**config.mk**
```make
export PLATFORM = sky130hd
export DESIGN_NAME = line_merge_buffer_flat
export DESIGN_NICKNAME = d
export VERILOG_FILES = /design/src/rtl/line_merge_buffer_pkg.sv /design/src/rtl/line_merge_buffer_if.sv /design/src/rtl/line_merge_buffer_word_byte_merge.sv /design/src/rtl/line_merge_buffer.sv /design/src/flat_wrapper.sv
export SDC_FILE = /design/constraint.sdc
export NUM_CORES = 1
export LEC_CHECK = 0
export CAP_MARGIN = 20
export CORE_AREA = 2 2 420 422
export CTS_CLUSTER_DIAMETER = 100
export DETAILED_ROUTE_END_ITERATION = 16
export DIE_AREA = 0 0 422 424
export SLEW_MARGIN = 20
export SYNTH_ARGS = -nofsm -noshare
export SYNTH_HDL_FRONTEND = slang
export SYNTH_SLANG_ARGS = --single-unit
```
**constraint.sdc**
```tcl
create_clock -name clk -period 4.8 [get_ports clk]
set_clock_uncertainty 0.1 [all_clocks]
set_input_delay 0.96 -clock clk [delete_from_list [all_inputs] [get_ports clk]]
set_output_delay 0.96 -clock clk [all_outputs]
set_load 0.02 [all_outputs]
```
**src/rtl/line_merge_buffer_pkg.sv**
```systemverilog
// Shared types and default sizing for the line merge buffer.
// The design headers list the LINE_MERGE_BYTE_STROBE_EN build option.
package line_merge_pkg;

    typedef enum logic [1:0] {
        IDLE  = 2'd0,
        MERGE = 2'd1,
        OUT   = 2'd2
    } state_t;

    localparam int WORD_SIZE_DEF        = 32;
    localparam int NUM_SEGMENTS_DEF     = 16;
    localparam int NUM_SEGMENTS_LOG_DEF = 4;
    localparam int BLOCK_SIZE_DEF       = WORD_SIZE_DEF * NUM_SEGMENTS_DEF;

    localparam int STRB_W    = WORD_SIZE_DEF / 8;
    localparam int COUNT_MAX = (1 << (NUM_SEGMENTS_LOG_DEF + 1)) - 1;

endpackage

```
**src/rtl/line_merge_buffer_if.sv**
```systemverilog
// Load / word-write / merged-output handshake bundle for line_merge_buffer.
// The slave modport is the buffer side; the master modport is its user.
interface line_merge_buffer_if
    import line_merge_pkg::*;
#(
    parameter int WORD_SIZE        = WORD_SIZE_DEF,
    parameter int NUM_SEGMENTS     = NUM_SEGMENTS_DEF,
    parameter int NUM_SEGMENTS_LOG = NUM_SEGMENTS_LOG_DEF,
    parameter int BLOCK_SIZE       = WORD_SIZE * NUM_SEGMENTS
) ();

    logic                        ld_valid;
    logic                        ld_ready;
    logic [BLOCK_SIZE-1:0]       ld_data;
    logic                        wr_valid;
    logic                        wr_ready;
    logic [NUM_SEGMENTS_LOG-1:0] wr_offset;
    logic [WORD_SIZE-1:0]        wr_data;
    logic [WORD_SIZE/8-1:0]      wr_strb;
    logic                        wr_last;
    logic                        out_valid;
    logic                        out_ready;
    logic [BLOCK_SIZE-1:0]       out_data;
    logic [NUM_SEGMENTS-1:0]     out_dirty;
    logic [NUM_SEGMENTS_LOG:0]   out_wr_count;
    logic                        out_err;

    modport master (
        output ld_valid, ld_data, wr_valid, wr_offset, wr_data, wr_strb, wr_last, out_ready,
        input  ld_ready, wr_ready, out_valid, out_data, out_dirty, out_wr_count, out_err
    );

    modport slave (
        input  ld_valid, ld_data, wr_valid, wr_offset, wr_data, wr_strb, wr_last, out_ready,
        output ld_ready, wr_ready, out_valid, out_data, out_dirty, out_wr_count, out_err
    );

endinterface

```
**src/rtl/line_merge_buffer_word_byte_merge.sv**
```systemverilog
// Combinational byte merge of one addressed word with incoming write data.
// LINE_MERGE_BYTE_STROBE_EN: honour strobes; otherwise the new word replaces the old.
module word_byte_merge #(
    parameter int WORD_SIZE = 32
) (
    input  logic [WORD_SIZE-1:0]   i_old,
    input  logic [WORD_SIZE-1:0]   i_new,
    input  logic [WORD_SIZE/8-1:0] i_strb,
    output logic [WORD_SIZE-1:0]   o_word
);

`ifdef LINE_MERGE_BYTE_STROBE_EN
    // Per-byte select between the stored and the written byte
    always_comb begin
        o_word = i_old;
        for (int b = 0; b < WORD_SIZE / 8; b++) begin
            if (i_strb[b]) begin
                o_word[8*b +: 8] = i_new[8*b +: 8];
            end else begin
                o_word[8*b +: 8] = i_old[8*b +: 8];
            end
        end
    end
`else
    logic w_unused;
    assign w_unused = ^{i_old, i_strb};
    assign o_word   = i_new;
`endif

endmodule

```
**src/rtl/line_merge_buffer.sv**
```systemverilog
// Block merge buffer: load a line, apply offset/strobe word writes, hand out the merged line.
// LINE_MERGE_BYTE_STROBE_EN enables per-byte strobes in the word merge.
module line_merge_buffer
    import line_merge_pkg::*;
#(
    parameter int WORD_SIZE        = WORD_SIZE_DEF,
    parameter int NUM_SEGMENTS     = NUM_SEGMENTS_DEF,
    parameter int NUM_SEGMENTS_LOG = NUM_SEGMENTS_LOG_DEF,
    parameter int BLOCK_SIZE       = WORD_SIZE * NUM_SEGMENTS
) (
    input  logic              clk,
    input  logic              rst,
    line_merge_buffer_if.slave bus
);

    localparam logic [NUM_SEGMENTS_LOG:0] SEG_LIMIT = (NUM_SEGMENTS_LOG + 1)'(NUM_SEGMENTS);

    state_t                      r_state;
    state_t                      w_state_nxt;
    logic                        r_ld_ready;
    logic                        r_wr_ready;
    logic                        r_out_valid;
    logic [WORD_SIZE-1:0]        r_line [NUM_SEGMENTS];
    logic [NUM_SEGMENTS-1:0]     r_dirty;
    logic [NUM_SEGMENTS_LOG:0]   r_count;
    logic                        r_err;

    logic                        w_load;
    logic                        w_wr;
    logic                        w_in_range;
    logic [NUM_SEGMENTS_LOG-1:0] w_sel;
    logic [WORD_SIZE-1:0]        w_old;
    logic [WORD_SIZE-1:0]        w_merged;

    // Handshake qualifiers and addressed-word mux; out-of-range offsets read word 0 harmlessly
    always_comb begin
        w_load     = (r_state == IDLE) && bus.ld_valid;
        w_wr       = (r_state == MERGE) && bus.wr_valid;
        w_in_range = ({1'b0, bus.wr_offset} < SEG_LIMIT);
        if (w_in_range) begin
            w_sel = bus.wr_offset;
        end else begin
            w_sel = '0;
        end
        w_old = r_line[w_sel];
    end

    word_byte_merge #(.WORD_SIZE(WORD_SIZE)) u_merge (
        .i_old  (w_old),
        .i_new  (bus.wr_data),
        .i_strb (bus.wr_strb),
        .o_word (w_merged)
    );

    // Next-state logic
    always_comb begin
        w_state_nxt = r_state;
        case (r_state)
            IDLE:    if (bus.ld_valid) w_state_nxt = MERGE; else w_state_nxt = IDLE;
            MERGE:   if (bus.wr_valid && bus.wr_last) w_state_nxt = OUT; else w_state_nxt = MERGE;
            OUT:     if (bus.out_ready) w_state_nxt = IDLE; else w_state_nxt = OUT;
            default: w_state_nxt = IDLE;
        endcase
    end

    // State register; handshake flags are registered copies of the next-state decode
    always_ff @(posedge clk) begin
        if (rst) begin
            r_state     <= IDLE;
            r_ld_ready  <= 1'b1;
            r_wr_ready  <= 1'b0;
            r_out_valid <= 1'b0;
        end else begin
            r_state     <= w_state_nxt;
            r_ld_ready  <= (w_state_nxt == IDLE);
            r_wr_ready  <= (w_state_nxt == MERGE);
            r_out_valid <= (w_state_nxt == OUT);
        end
    end

    // Line register, dirty map, saturating write count and sticky offset error
    always_ff @(posedge clk) begin
        if (rst) begin
            for (int k = 0; k < NUM_SEGMENTS; k++) begin
                r_line[k] <= '0;
            end
            r_dirty <= '0;
            r_count <= '0;
            r_err   <= 1'b0;
        end else if (w_load) begin
            for (int k = 0; k < NUM_SEGMENTS; k++) begin
                r_line[k] <= bus.ld_data[k*WORD_SIZE +: WORD_SIZE];
            end
            r_dirty <= '0;
            r_count <= '0;
            r_err   <= 1'b0;
        end else if (w_wr) begin
            for (int k = 0; k < NUM_SEGMENTS; k++) begin
                if (w_in_range && (w_sel == NUM_SEGMENTS_LOG'(k))) begin
                    r_line[k]  <= w_merged;
                    r_dirty[k] <= 1'b1;
                end
            end
            if (!w_in_range) begin
                r_err <= 1'b1;
            end
            if (r_count != '1) begin
                r_count <= r_count + 1'b1;
            end
        end
    end

    // Flatten the line register onto the output bus
    always_comb begin
        bus.out_data = '0;
        for (int k = 0; k < NUM_SEGMENTS; k++) begin
            bus.out_data[k*WORD_SIZE +: WORD_SIZE] = r_line[k];
        end
    end

    assign bus.ld_ready     = r_ld_ready;
    assign bus.wr_ready     = r_wr_ready;
    assign bus.out_valid    = r_out_valid;
    assign bus.out_dirty    = r_dirty;
    assign bus.out_wr_count = r_count;
    assign bus.out_err      = r_err;

endmodule

```
**src/flat_wrapper.sv**
```systemverilog
// flat-port wrapper written by rule: the top's interface ports become plain ports
module line_merge_buffer_flat import line_merge_pkg::*;
#(
    parameter int WORD_SIZE        = WORD_SIZE_DEF,
    parameter int NUM_SEGMENTS     = NUM_SEGMENTS_DEF,
    parameter int NUM_SEGMENTS_LOG = NUM_SEGMENTS_LOG_DEF,
    parameter int BLOCK_SIZE       = WORD_SIZE * NUM_SEGMENTS
)
  (clk, rst, bus_ld_valid, bus_ld_data, bus_wr_valid, bus_wr_offset, bus_wr_data, bus_wr_strb, bus_wr_last, bus_out_ready, bus_ld_ready, bus_wr_ready, bus_out_valid, bus_out_data, bus_out_dirty, bus_out_wr_count, bus_out_err);
  line_merge_buffer_if #(.WORD_SIZE(WORD_SIZE), .NUM_SEGMENTS(NUM_SEGMENTS), .NUM_SEGMENTS_LOG(NUM_SEGMENTS_LOG), .BLOCK_SIZE(BLOCK_SIZE)) bus_i ();
  input  logic clk;
  input  logic rst;
  input wire logic [$bits(bus_i.ld_valid)-1:0] bus_ld_valid;
  input wire logic [$bits(bus_i.ld_data)-1:0] bus_ld_data;
  input wire logic [$bits(bus_i.wr_valid)-1:0] bus_wr_valid;
  input wire logic [$bits(bus_i.wr_offset)-1:0] bus_wr_offset;
  input wire logic [$bits(bus_i.wr_data)-1:0] bus_wr_data;
  input wire logic [$bits(bus_i.wr_strb)-1:0] bus_wr_strb;
  input wire logic [$bits(bus_i.wr_last)-1:0] bus_wr_last;
  input wire logic [$bits(bus_i.out_ready)-1:0] bus_out_ready;
  output wire logic [$bits(bus_i.ld_ready)-1:0] bus_ld_ready;
  output wire logic [$bits(bus_i.wr_ready)-1:0] bus_wr_ready;
  output wire logic [$bits(bus_i.out_valid)-1:0] bus_out_valid;
  output wire logic [$bits(bus_i.out_data)-1:0] bus_out_data;
  output wire logic [$bits(bus_i.out_dirty)-1:0] bus_out_dirty;
  output wire logic [$bits(bus_i.out_wr_count)-1:0] bus_out_wr_count;
  output wire logic [$bits(bus_i.out_err)-1:0] bus_out_err;
  assign bus_i.ld_valid = bus_ld_valid;
  assign bus_i.ld_data = bus_ld_data;
  assign bus_i.wr_valid = bus_wr_valid;
  assign bus_i.wr_offset = bus_wr_offset;
  assign bus_i.wr_data = bus_wr_data;
  assign bus_i.wr_strb = bus_wr_strb;
  assign bus_i.wr_last = bus_wr_last;
  assign bus_i.out_ready = bus_out_ready;
  assign bus_ld_ready = bus_i.ld_ready;
  assign bus_wr_ready = bus_i.wr_ready;
  assign bus_out_valid = bus_i.out_valid;
  assign bus_out_data = bus_i.out_data;
  assign bus_out_dirty = bus_i.out_dirty;
  assign bus_out_wr_count = bus_i.out_wr_count;
  assign bus_out_err = bus_i.out_err;
  line_merge_buffer #(.WORD_SIZE(WORD_SIZE), .NUM_SEGMENTS(NUM_SEGMENTS), .NUM_SEGMENTS_LOG(NUM_SEGMENTS_LOG), .BLOCK_SIZE(BLOCK_SIZE)) u_core (.clk(clk), .rst(rst), .bus(bus_i));
endmodule
```
Word-level counts from Yosys, hierarchy flattened
Memory sizes are Yosys's and may differ from the RTL's.
Index checks and enable logic that the tools add are counted.
{ "word_totals": {"register_bits": 26, "ramBits": 512, "in_bits": 558, "output_inout_bits": 537, "elab_cells": 220, "memories": 1} }
{ "classes": {"n_addsub": 1, "eq_ne": 20, "mux": 121, "bitwise": 32, "reduce_logical": 24} }
{ "mem_list": {"columns": ["memory", "depth", "word_bits", "rd", "rd_clocked_by_memory_dff", "wr", "line_no", "rtl"], "rows": [
  ["u_core.r_line", 16, 32, 16, 0, 16, "line_merge_buffer.sv:23", "logic [WORD_SIZE-1:0] r_line [NUM_SEGMENTS];"]
]} }
{ "op_table": {"columns": ["operator", "count"], "rows": [
  ["two-way mux 32 bit", 32],
  ["two-way mux 1 bit", 86],
  ["AND reduction 2 bit", 17],
  ["equality test 4 bit (second input constant)", 8],
  ["bitwise OR 1 bit", 32],
  ["equality test 4 x 3 -> 1 bit (second input constant)", 4],
  ["equality test 4 x 2 -> 1 bit (second input constant)", 2],
  ["one-hot mux 2 bit (3 select lines)", 1],
  ["adder 5 x 1 -> 5 bit (second input constant)", 1],
  ["!= test 5 bit (second input constant)", 1],
  ["equality test 2 x 1 -> 1 bit (second input constant)", 2],
  ["equality test 2 bit (second input constant)", 2],
  ["equality test 4 x 1 -> 1 bit (second input constant)", 1],
  ["logical NOT 2 bit", 2],
  ["logical NOT 4 bit", 1],
  ["two-way mux 2 bit", 2],
  ["logical AND 1 bit", 3],
  ["OR reduction 2 bit", 1]
]} }

Depth between registers and ports, before layout
{ "logic_depth": {"ltp_word": 7, "depth_mapped": 7, "mapped_depth_nobuf": 6} }

Cells and area by module
A second synthesis with hierarchy kept.
{ "unflattened": {"hier_cells": 2049, "hier_area_um2": 27468.8} }
{ "modules_own_cells": {"columns": ["mod", "instances", "cells_per_inst", "area_each_um2", "seq_area_each_um2"], "rows": [
  ["line_merge_buffer", 1, 2017, 27228.6, 15895.2],
  ["word_byte_merge", 1, 32, 240.2, 0.0]
]} }

Worst setup path before layout
No wires, ideal clock.
{ "synth_path": {"kind": "input port to flip-flop", "from": "in bus_wr_offset[2]", "to": "mem u_core.r_line[4][0], in the netlist u_core.r_line[0][128], enable pin", "setup_ns": 0.466, "arrival_ns": 3.742, "required_ns": 4.234, "setup_slack_ns": 0.493, "path_stages": 4, "path_buffers": 2, "cell_sequence": "buf_2 > buf_2 > nand2_1 > o21ai_0"} }
{ "synth_lines": {"columns": ["item", "line_no", "rtl"], "rows": [
  ["start, declared", "flat_wrapper.sv:16", "input wire logic [$bits(bus_i.wr_offset)-1:0] bus_wr_offset;"],
  ["end, declared", "line_merge_buffer.sv:23", null]
]} }

==> impl_metrics.csv <==
group,metric,value,unit
cts,cts_resized,0,
critical_path,r2r-end,"u_core.r_line[1][212]",
power_and_ir_drop,vdd_drop_max,253,µV
cells_and_area,layout.nets,3327,
placed_design,post-place-cells,5029,
cts,clk_pin_slew,60,ps
cts,ctsRootBufferMaster,"clkbuf_16",
sta,tightestPinTransition,1020,ps
placed_design,io_buffers,1089,
critical_path,path_class,"input port to register",
power_and_ir_drop,powerDensity,354,nW/µm²
logic_synthesis,synth_cell_types,44,
logic_synthesis,syn_area,23700,µm²
die,die_h,424,µm
die,start_util,13.6,%
cts,htreeDepth,3,
sta,final_period_minus_worst_setup_slack,3310,ps
logic_synthesis,synth-edff-count,512,
critical_path,arrival,3570,ps
cells_and_area,layout_common_cells,"clkdlybuf4s50_1, edfxtp_1, nand2b_1, mux2i_1, a22o_1",
global_routing,met1_usage,20.7,%
logic_synthesis,yosys_warnings,0,
drt,drc,0,
cts,ctsHoldBuffers,0,
global_routing,busiest_layer,"met2",
cts,cts-buffers-inserted,76,
drt,num_vias,20400,
drt,dr.pass1.iters,5,
die,rows,154,
global_routing,grtUsageMet2,30.3,%
cts,numClockSinks,538,
die,die_w,422,µm
cells_and_area,final_common_cell,"clkdlybuf4s50_1",
drt,drt_iter0_markers,1980,
placed_design,place_area,37700,µm²
logic_synthesis,synth.net_count,2234,
sta,final.setup.tns,0,ps
status,status,"finished, final reports clean",
global_routing,grt_max_degree,149,
cells_and_area,nFillCells,18700,
placed_design,finalWeightedCongestion,0.900,
cts,post-cts-setup-buffers,0,
critical_path,rrSetupSlack,1740,ps
global_routing,antenna_found_initial,70,
power_and_ir_drop,leakagePower,15.1,nW
cells_and_area,multi_input_comb_area,7020,µm²
critical_path,required,5060,ps
drt,drt_wl_total,170000,µm
flow_run,cap_viol_max_count,0,
sta,hold_viol_final,0,
sta,slew_headroom,31.8,%
global_routing,grt_pass1_vias,20100,
worst_hold_path,hold_path_class,"register to register",
logic_synthesis,synth_seq_cells,538,
critical_path,rr_startpoint,"u_core.r_state[0]",
worst_hold_path,holdPathStages,2,
die,ioPinCount,1095,
logic_synthesis,avgSynthCellArea,14.2,µm²
cells_and_area,fin_util,23.0,%
cells_and_area,area_delta_synth_final,69.3,%
global_routing,use_met3,6.44,%
sta,grt_setup_unrepaired,"false",
logic_synthesis,synthArstFlopShare,0,%
global_routing,grt_use_total,18.2,%
drt,postRouteAntennaNets,0,
logic_synthesis,postSynthCellCount,1674,
die,die-area,179000,µm²
drt,routed_via_density,3.94,
placed_design,hpwl,130000,µm
sta,setup_violations,0,
cells_and_area,fin_area,40200,µm²
cts,clockBufferDepth,3,
cts,clock_latency,670,ps
drt,wl_per_cell,32.7,µm
sta,slew_violations,0,
cells_and_area,fin_cells,5190,
sta,fin_crit_sh,69.0,%
cts,cts_tree,"done",
cells_and_area,regArea,15900,µm²
critical_path,worstRegToRegCells,4,
logic_synthesis,dominantRegCellSynth,"edfxtp_1",
critical_path,setup.worst_path.start,"bus_wr_valid",
critical_path,end_kind,"register",
placed_design,preCtsSetupSlack,752,ps
critical_path,cp-start-kind,"input port",
sta,setup_slack,1490,ps
logic_synthesis,ys_seq_area_share,67.0,%
global_routing,grt_pass1_wl,212000,µm
global_routing,grt_overflow,0,
critical_path,cp-endpoint,"u_core.r_line[0][180]",
sta,clock.fmax,302,MHz
die,core,175000,µm²
cells_and_area,drive_above_1_share,9.37,%
critical_path,cp_max_fo,17,
-- Yosys cell counts (4+ instances only) --
| cell type | number | area share [%] |
|---|---|---|
| nor4b_4 | 4 | 0.40 |
| mux2i_1 | 192 | 8.1 |
| nor2_1 | 6 | 0.095 |
| o32ai_1 | 32 | 1.2 |
| inv_1 | 39 | 0.62 |
| buf_4 | 9 | 0.28 |
| dfxtp_1 | 26 | 2.2 |
| clkbuf_1 | 78 | 1.2 |
| a22o_1 | 192 | 7.1 |
| o21ai_1 | 36 | 0.76 |
| buf_2 | 66 | 1.4 |
| nand2_1 | 116 | 1.8 |
| o21ai_0 | 56 | 1.2 |
| a21oi_1 | 14 | 0.30 |
| a21o_1 | 4 | 0.13 |
| or3_1 | 7 | 0.18 |
| buf_6 | 12 | 0.57 |
| o21ai_2 | 10 | 0.37 |
| edfxtp_1 | 512 | 65 |
| nand2b_1 | 228 | 6.0 |
-- metal layers --
metal	vias to the layer above	share of wire, %	wire, µm
met5	-	0.025	42
met4	8	4.3	7300
met3	299	9.9	16800
met2	1305	49	82700
met1	10300	37	62900
li1	8507	-	-
-- critical path: stages --
cell             delay [ps]
clkdlybuf4s50_1         690
and4bb_2                330
nand2_1                 280
o21ai_4                 760
buf_4                   460
-- metrics by stage --
stage	hold slack (ps)	total power [mW]
floorplan	422	6.75
global placement	340	8.66
detailed placement	340	8.66
CTS	350	14.5
global route	371	14.7
finish	343	14.2
-- flip-flops by register name (all words and copies together) (netlist names) --
| register | count |
|---|---|
| u_core.bus.ld_ready | 1 |
| u_core.bus.out_dirty | 16 |
| u_core.bus.out_valid | 1 |
| u_core.bus.out_wr_count | 5 |
| u_core.bus.wr_ready | 1 |
| u_core.r_line | 512 |
| u_core.r_state | 2 |
-- power by group --
part,internal (mW),switching [mW],leakage (nW)
clock network,3.21,2.48,1.18
logic,1.22,1.58,8.18
registers,5.59,0.149,5.70
-- layout make-up --
cell class                 count  share of cell area, %
clock inverter                39                  0.772
sequential                   538                   39.6
inverter                      39                  0.364
clock buffer                 100                   5.22
antenna                       22                  0.137
timing repair buffer        1180                   29.2
multi-input combinational    932                   17.5
tap                         2340                   7.29
-- cells by family after synthesis --
group / count (synthesis) / synth area share, %
buf+inv: 204 / 4.10
fa+ha+maj: 2 / 0.105
xor+xnor: 1 / 0.0369
mux: 192 / 8.10
other cells: 1 / 0.0158
flops: 538 / 67.0
simple gates: 388 / 9.55
compound gates: 348 / 11.1
-- worst min-delay path by stage --
stage,start,end,slack [ps]
2_1_floorplan,u_core.bus.out_dirty[12],u_core.bus.out_dirty[12],420
3_3_place_gp,u_core.bus.out_dirty[6],u_core.bus.out_dirty[6],340
3_5_place_dp,u_core.bus.out_dirty[4],u_core.bus.out_dirty[4],340
4_1_cts,u_core.bus.out_dirty[14],u_core.bus.out_dirty[14],350
5_1_grt,u_core.bus.out_dirty[12],u_core.bus.out_dirty[12],370
6_report,u_core.bus.out_dirty[14],u_core.bus.out_dirty[14],340
Power figures use the tool's default switching activity.
